--- src/rtl/alu_pkg.sv ---
// alu_pkg: shared flag indices, flag vector type and condition-code encoding
//   FLAG_CF..FLAG_SF : bit positions inside every 5-bit flag vector
//   flags_t          : 5-bit flag vector, [0]CF [1]ZF [2]OF [3]PF [4]SF
//   cond_e           : 4-bit branch condition select
package alu_pkg;

    localparam int FLAG_CF = 0;
    localparam int FLAG_ZF = 1;
    localparam int FLAG_OF = 2;
    localparam int FLAG_PF = 3;
    localparam int FLAG_SF = 4;

    typedef logic [4:0] flags_t;

    typedef enum logic [3:0] {
        COND_AL = 4'd0,
        COND_EQ = 4'd1,
        COND_NE = 4'd2,
        COND_CS = 4'd3,
        COND_CC = 4'd4,
        COND_MI = 4'd5,
        COND_PL = 4'd6,
        COND_VS = 4'd7,
        COND_VC = 4'd8,
        COND_PE = 4'd9,
        COND_PO = 4'd10,
        COND_A  = 4'd11,
        COND_BE = 4'd12,
        COND_GE = 4'd13,
        COND_LT = 4'd14,
        COND_LE = 4'd15
    } cond_e;

endpackage

--- src/rtl/alu_flag_unit_cond_eval.sv ---
// cond_eval: combinational condition-code evaluation against a flag vector
//   flags_i : flag vector to test
//   cond_i  : condition select
//   cond_o  : 1 when the selected condition holds
module cond_eval
    import alu_pkg::*;
(
    input  flags_t flags_i,
    input  cond_e  cond_i,
    output logic   cond_o
);

    logic cf, zf, vf, pf, sf;

    assign cf = flags_i[FLAG_CF];
    assign zf = flags_i[FLAG_ZF];
    assign vf = flags_i[FLAG_OF];
    assign pf = flags_i[FLAG_PF];
    assign sf = flags_i[FLAG_SF];

    always_comb begin
        cond_o = 1'b1;
        case (cond_i)
            COND_AL: cond_o = 1'b1;
            COND_EQ: cond_o = zf;
            COND_NE: cond_o = ~zf;
            COND_CS: cond_o = cf;
            COND_CC: cond_o = ~cf;
            COND_MI: cond_o = sf;
            COND_PL: cond_o = ~sf;
            COND_VS: cond_o = vf;
            COND_VC: cond_o = ~vf;
            COND_PE: cond_o = pf;
            COND_PO: cond_o = ~pf;
            COND_A:  cond_o = ~cf & ~zf;
            COND_BE: cond_o = cf | zf;
            COND_GE: cond_o = ~(sf ^ vf);
            COND_LT: cond_o = sf ^ vf;
            COND_LE: cond_o = zf | (sf ^ vf);
            default: cond_o = 1'b1;
        endcase
    end

endmodule

--- src/rtl/alu_flag_unit.sv ---
// alu_flag_unit: architectural flag register with masked ALU capture, direct write, save/restore LIFO and condition evaluation
//   clk_i, rst_i        : clock, synchronous active-high reset
//   upd_i, mask_i       : capture ALU flags, per-flag enable
//   cf_i..sf_i          : flags from the active ALU block
//   wr_i, wr_data_i     : direct write of all flags
//   push_i, pop_i       : save / restore flags via the LIFO
//   cond_i, cond_o      : condition select and result on registered flags
//   flags_o             : registered flags
//   full_o, empty_o     : LIFO occupancy
//   err_o               : sticky LIFO misuse flag
module alu_flag_unit
    import alu_pkg::*;
#(
    parameter int STACK_DEPTH = 4
)
(
    input  logic       clk_i,
    input  logic       rst_i,
    input  logic       upd_i,
    input  logic [4:0] mask_i,
    input  logic       cf_i,
    input  logic       zf_i,
    input  logic       of_i,
    input  logic       pf_i,
    input  logic       sf_i,
    input  logic       wr_i,
    input  logic [4:0] wr_data_i,
    input  logic       push_i,
    input  logic       pop_i,
    input  logic [3:0] cond_i,
    output logic [4:0] flags_o,
    output logic       cond_o,
    output logic       full_o,
    output logic       empty_o,
    output logic       err_o
);

    localparam int PW = $clog2(STACK_DEPTH + 1);
    // Array index width: just enough to address STACK_DEPTH entries.
    localparam int IW = (STACK_DEPTH > 1) ? $clog2(STACK_DEPTH) : 1;

    flags_t        flags_q, flags_d, alu_flags, upd_flags;
    logic [PW-1:0] ptr_q, ptr_d, top_ptr;
    logic          err_q, err_d;
    logic          full, empty, do_push, do_pop, stack_err;
    flags_t        stack_q [STACK_DEPTH];

    assign alu_flags = {sf_i, pf_i, of_i, zf_i, cf_i};
    assign upd_flags = (mask_i & alu_flags) | (~mask_i & flags_q);
    assign top_ptr   = ptr_q - PW'(1);

    assign full  = (ptr_q == PW'(STACK_DEPTH));
    assign empty = (ptr_q == '0);

    // A simultaneous push and pop cancels both; either one alone is blocked at the boundary.
    assign do_push   = push_i & ~pop_i & ~full;
    assign do_pop    = pop_i & ~push_i & ~empty;
    assign stack_err = (push_i & pop_i) | (push_i & ~pop_i & full) | (pop_i & ~push_i & empty);

    always_comb begin
        flags_d = do_pop ? stack_q[top_ptr[IW-1:0]] : wr_i ? wr_data_i : upd_i ? upd_flags : flags_q;
        ptr_d   = do_push ? ptr_q + PW'(1) : do_pop ? top_ptr : ptr_q;
        err_d   = err_q | stack_err;
    end

    always_ff @(posedge clk_i) begin
        if (rst_i) begin
            flags_q <= '0;
            ptr_q   <= '0;
            err_q   <= 1'b0;
        end else begin
            flags_q <= flags_d;
            ptr_q   <= ptr_d;
            err_q   <= err_d;
        end
    end

    // Storage is not reset; the push saves the pre-edge flags.
    always_ff @(posedge clk_i) begin
        if (!rst_i && do_push) stack_q[ptr_q[IW-1:0]] <= flags_q;
    end

    cond_eval u_cond_eval (
        .flags_i (flags_q),
        .cond_i  (cond_e'(cond_i)),
        .cond_o  (cond_o)
    );

    assign flags_o = flags_q;
    assign full_o  = full;
    assign empty_o = empty;
    assign err_o   = err_q;

endmodule
--- config.mk ---
export PLATFORM = sky130hd
export DESIGN_NAME = alu_flag_unit
export DESIGN_NICKNAME = d
export VERILOG_FILES = /design/src/rtl/alu_pkg.sv /design/src/rtl/alu_flag_unit_cond_eval.sv /design/src/rtl/alu_flag_unit.sv
export SDC_FILE = /design/constraint.sdc
export NUM_CORES = 1
export LEC_CHECK = 0
export CAP_MARGIN = 30
export CELL_PAD_IN_SITES_DETAIL_PLACEMENT = 0
export CELL_PAD_IN_SITES_GLOBAL_PLACEMENT = 2
export CORE_MARGIN = 2
export CORE_UTILIZATION = 35
export DETAILED_ROUTE_END_ITERATION = 12
export PLACE_DENSITY = 0.93
export SLEW_MARGIN = 20
export SYNTH_ARGS = -nofsm -noshare
export SYNTH_HDL_FRONTEND = slang
export SYNTH_SLANG_ARGS = --single-unit
--- constraint.sdc ---
create_clock -name clk_i -period 6.4 [get_ports clk_i]
set_input_delay 1.92 -clock clk_i [delete_from_list [all_inputs] [get_ports clk_i]]
set_output_delay 1.92 -clock clk_i [all_outputs]
set_load 0.005 [all_outputs]
==> qor.yml, run 1 <==
place:
  place_hpwl_mm: 2.47
  placed_area_um2: 1880
  port_buffers: 33
  gp_congestion: 0.737
critical_path:
  cp.depth: 6
  crit_chain: "clkdlybuf4s50_1 -> a21oi_1 -> a31oi_1 -> or3_1 -> o2111ai_1 -> clkdlybuf4s50_1"
  cp_top_family: "buffers and inverters"
  critPathKind: "primary input to output pin"
  start_kind: "primary input"
  rr_worst_depth: 6
  cpPeakStageDelay_ps: 570
  cpMaxStageDelayCell: "clkdlybuf4s50_1"
  worstPathArrival_ps: 3750
  r2r-start: "ptr_q[0]"
  crit_required_ps: 4480
  endpoint_kind: "output pin"
  rr_endpoint: "ptr_q[2]"
  cpMostUsedCell: "clkdlybuf4s50_1"
  crit_buf_inv: 2
  r2r_setup_slack_ps: 4030
  crit_fanout: 11
sta:
  setup_viol: 0
  hold_viol: 0
  rsz0062_at_grt: "false"
  setup_tns_ps: 0
  fin_crit_ps: 5670
  fin_crit_sh: 0.886
  clock.fmax_ghz: 0.176
  maxSlewViolCount: 0
  finalClockSkew_ps: 3.89
  max_slew_margin: 0.647
  whs_ps: 548
  tightestPinTransition_ps: 528
global_routing:
  antenna_found_initial: 0
  grt_max_degree: 12
  overflow: 0
  grt_pass1_wl_mm: 5.61
  grt_pass1_vias: 1140
  grt_usage: 0.151
cts:
  cts-resized-gates: 0
  htree_num_levels: 2
  worstSkewPairLatency_ps: 270
  cts_tree: "done"
  cts_setup_buffers: 0
  cts_sinks: 29
  cts.path.max_buffers: 2
  root_buffer: "clkbuf_8"
  numCtsBuffers: 5
  clk_pin_slew_ps: 60
  postCtsHoldBufs: 0
layout:
  diodes: 0
  nets: 190
  nFillCells: 361
  final_cell_area_um2: 1960
  area_growth_pct: 30.0
  drive_gt1_frac: 0.112
synthesis:
  async_flop_share: 0
  ys.flop_type: "edfxtp_1"
  avgSynthCellArea_um2: 12.1
  synthCells: 125
  synth_top_family_by_area: "multiplexers"
  synth_seq_cells: 29
  synth-edff-count: 20
  synth.area.mux_share: 0.160
  syn-num-nets: 155
  syn_area_um2: 1510
  synth_compound_area_frac: 0.0996
  synth_fa_ha_area_frac: 0.0415
  synth_xor_area_frac: 0.0116
  synthSimpleGateAreaFrac: 0.133
  ys_types: 35
  yosysSeqAreaShare: 0.518
  yosys_warnings: 0
hold_path:
  hold_path_class: "register to register"
  whs_endpoint: "err_o"
  holdCritStartpoint: "err_o"
  hold_depth: 2
die:
  die_area_um2: 4850
  coreArea_um2: 4090
  start_util: 0.369
  ios: 34
  die_h_um: 69.6
  fp-row-count: 23
  die-width_um: 69.6
drt:
  ant_nets: 0
  drt-total-wl_mm: 3.37
  drt_iter0_markers: 27
  drc: 0
  via_count: 1129
  post_drt_wl_per_cell_um: 16.0
  vias_per_cell: 5.35
  drtPass1Iterations: 4
power_and_ir_drop:
  irDropWorstVdd_mv: 0.0983
  total_leakage_power_uw: 0.000708
  powerDensity_nw_per_um2: 233
run_status:
  status: "finished, final reports clean"
job:
  max_cap_viol_count: 0
==> per-stage QoR <==
stage	utilization	power [uW]	std cells	setup WS [ps]
global route	0.479	482	211	604
finish	0.479	456	211	729
CTS	0.479	461	211	737
floorplan	-	278	125	1760
global placement	0.460	320	203	812
detailed placement	0.460	323	203	744
==> worst max-delay path by stage <==
stage | start | end | slack, ps
3_3_place_gp | cond_i[1] | cond_o | 810
4_1_cts | cond_i[1] | cond_o | 740
2_1_floorplan | cond_i[0] | cond_o | 1760
3_5_place_dp | cond_i[1] | cond_o | 740
5_1_grt | cond_i[0] | cond_o | 600
6_report | cond_i[1] | cond_o | 730
==> cell usage in the layout (no fill, tap or decap) <==
cell type | netlist | routed
clkbuf_1 | 1 | 2
ha_1 | 5 | 5
edfxtp_1 | 20 | 20
nor2b_1 | 6 | 6
o21ai_1 | 1 | 1
xnor2_1 | 2 | 2
o211ai_1 | 2 | 2
or3b_1 | 1 | 1
a31oi_1 | 1 | 1
a221o_1 | 1 | 1
a21oi_1 | 6 | 6
a21o_1 | 1 | 1
or3_1 | 1 | 1
o32ai_1 | 1 | 1
nand2_1 | 8 | 8
clkinv_1 | 0 | 1
nor3b_1 | 1 | 1
clkbuf_8 | 0 | 5
or2_4 | 1 | 1
nor4b_1 | 1 | 1
and2_1 | 5 | 5
mux2_2 | 7 | 7
a211oi_1 | 1 | 1
mux4_2 | 5 | 5
o2111ai_1 | 1 | 1
mux2i_1 | 5 | 5
clkdlybuf4s50_1 | 0 | 33
dfxtp_1 | 9 | 9
nand2b_1 | 4 | 4
inv_1 | 9 | 9
o22ai_1 | 5 | 5
nand3b_1 | 2 | 2
a311o_1 | 1 | 1
o21ai_0 | 2 | 2
nor2_1 | 3 | 3
nand3_1 | 2 | 2
==> cell families (layout without fill, tap and decap cells) <==
logic type	Yosys count	after routing
AOI/OAI and AO/OA	23	23
xor gates and xnor gates	2	2
adders and majority gates	5	5
buffers and inverters	14	50
DFF	29	29
muxes	17	17
and+or+nand+nor	35	35
==> where the power goes <==
group | internal, uW | leakage, uW | switching [uW]
combinational | 55.6 | 0.000410 | 36.7
sequential | 211 | 0.000258 | 15.1
clock | 75.4 | 0.0000399 | 61.3
total | 342 | 0.000708 | 113
==> cell type report <==
type | count | area, um^2 | share of cell area
timing repair buffer | 33 | 330 | 0.169
clock inverter | 1 | 3.75 | 0.00192
sequential | 29 | 781 | 0.398
clock buffer | 7 | 76.3 | 0.0390
inverter | 9 | 33.8 | 0.0172
tap | 50 | 62.6 | 0.0319
multi-input combinational | 82 | 672 | 0.343
==> metal layers <==
| metal | GRT usage | part of all wire |
|---|---|---|
| met2 | 0.259 | 0.53 |
| met5 | 0 | 0 |
| met3 | 0.0451 | 0.042 |
| met4 | 0.0641 | 0.014 |
| met1 | 0.175 | 0.41 |
==> synthesized netlist by cell type, types with 3 or more instances <==
master,count,area share
o22ai_1,5,0.021
a21oi_1,6,0.020
nor2b_1,6,0.025
mux2i_1,5,0.033
nor2_1,3,0.0075
ha_1,5,0.041
mux4_2,5,0.075
edfxtp_1,20,0.40
nand2b_1,4,0.017
and2_1,5,0.021
dfxtp_1,9,0.12
mux2_2,7,0.052
inv_1,9,0.022
nand2_1,8,0.020
==> worst register-to-register path: stages (launching register included) <==
cell,delay [ps]
dfxtp_1,650
inv_1,170
ha_1,270
nor2b_1,170
or3b_1,490
o21ai_1,170
mux2_2,340
Note: power is estimated with default switching activity, not from simulation.
==> run 2, diff against run 1 <==
--- a/config.mk
+++ b/config.mk
@@ -12,7 +12,7 @@
 export CORE_UTILIZATION = 35
 export DETAILED_ROUTE_END_ITERATION = 12
 export PLACE_DENSITY = 0.93
-export SLEW_MARGIN = 20
+export SKIP_CTS_REPAIR_TIMING = 1
 export SYNTH_ARGS = -nofsm -noshare
 export SYNTH_HDL_FRONTEND = slang
 export SYNTH_SLANG_ARGS = --single-unit
==> results of run 2 <==
No change in the layout: final DEF, timing and power equal those of run 1.
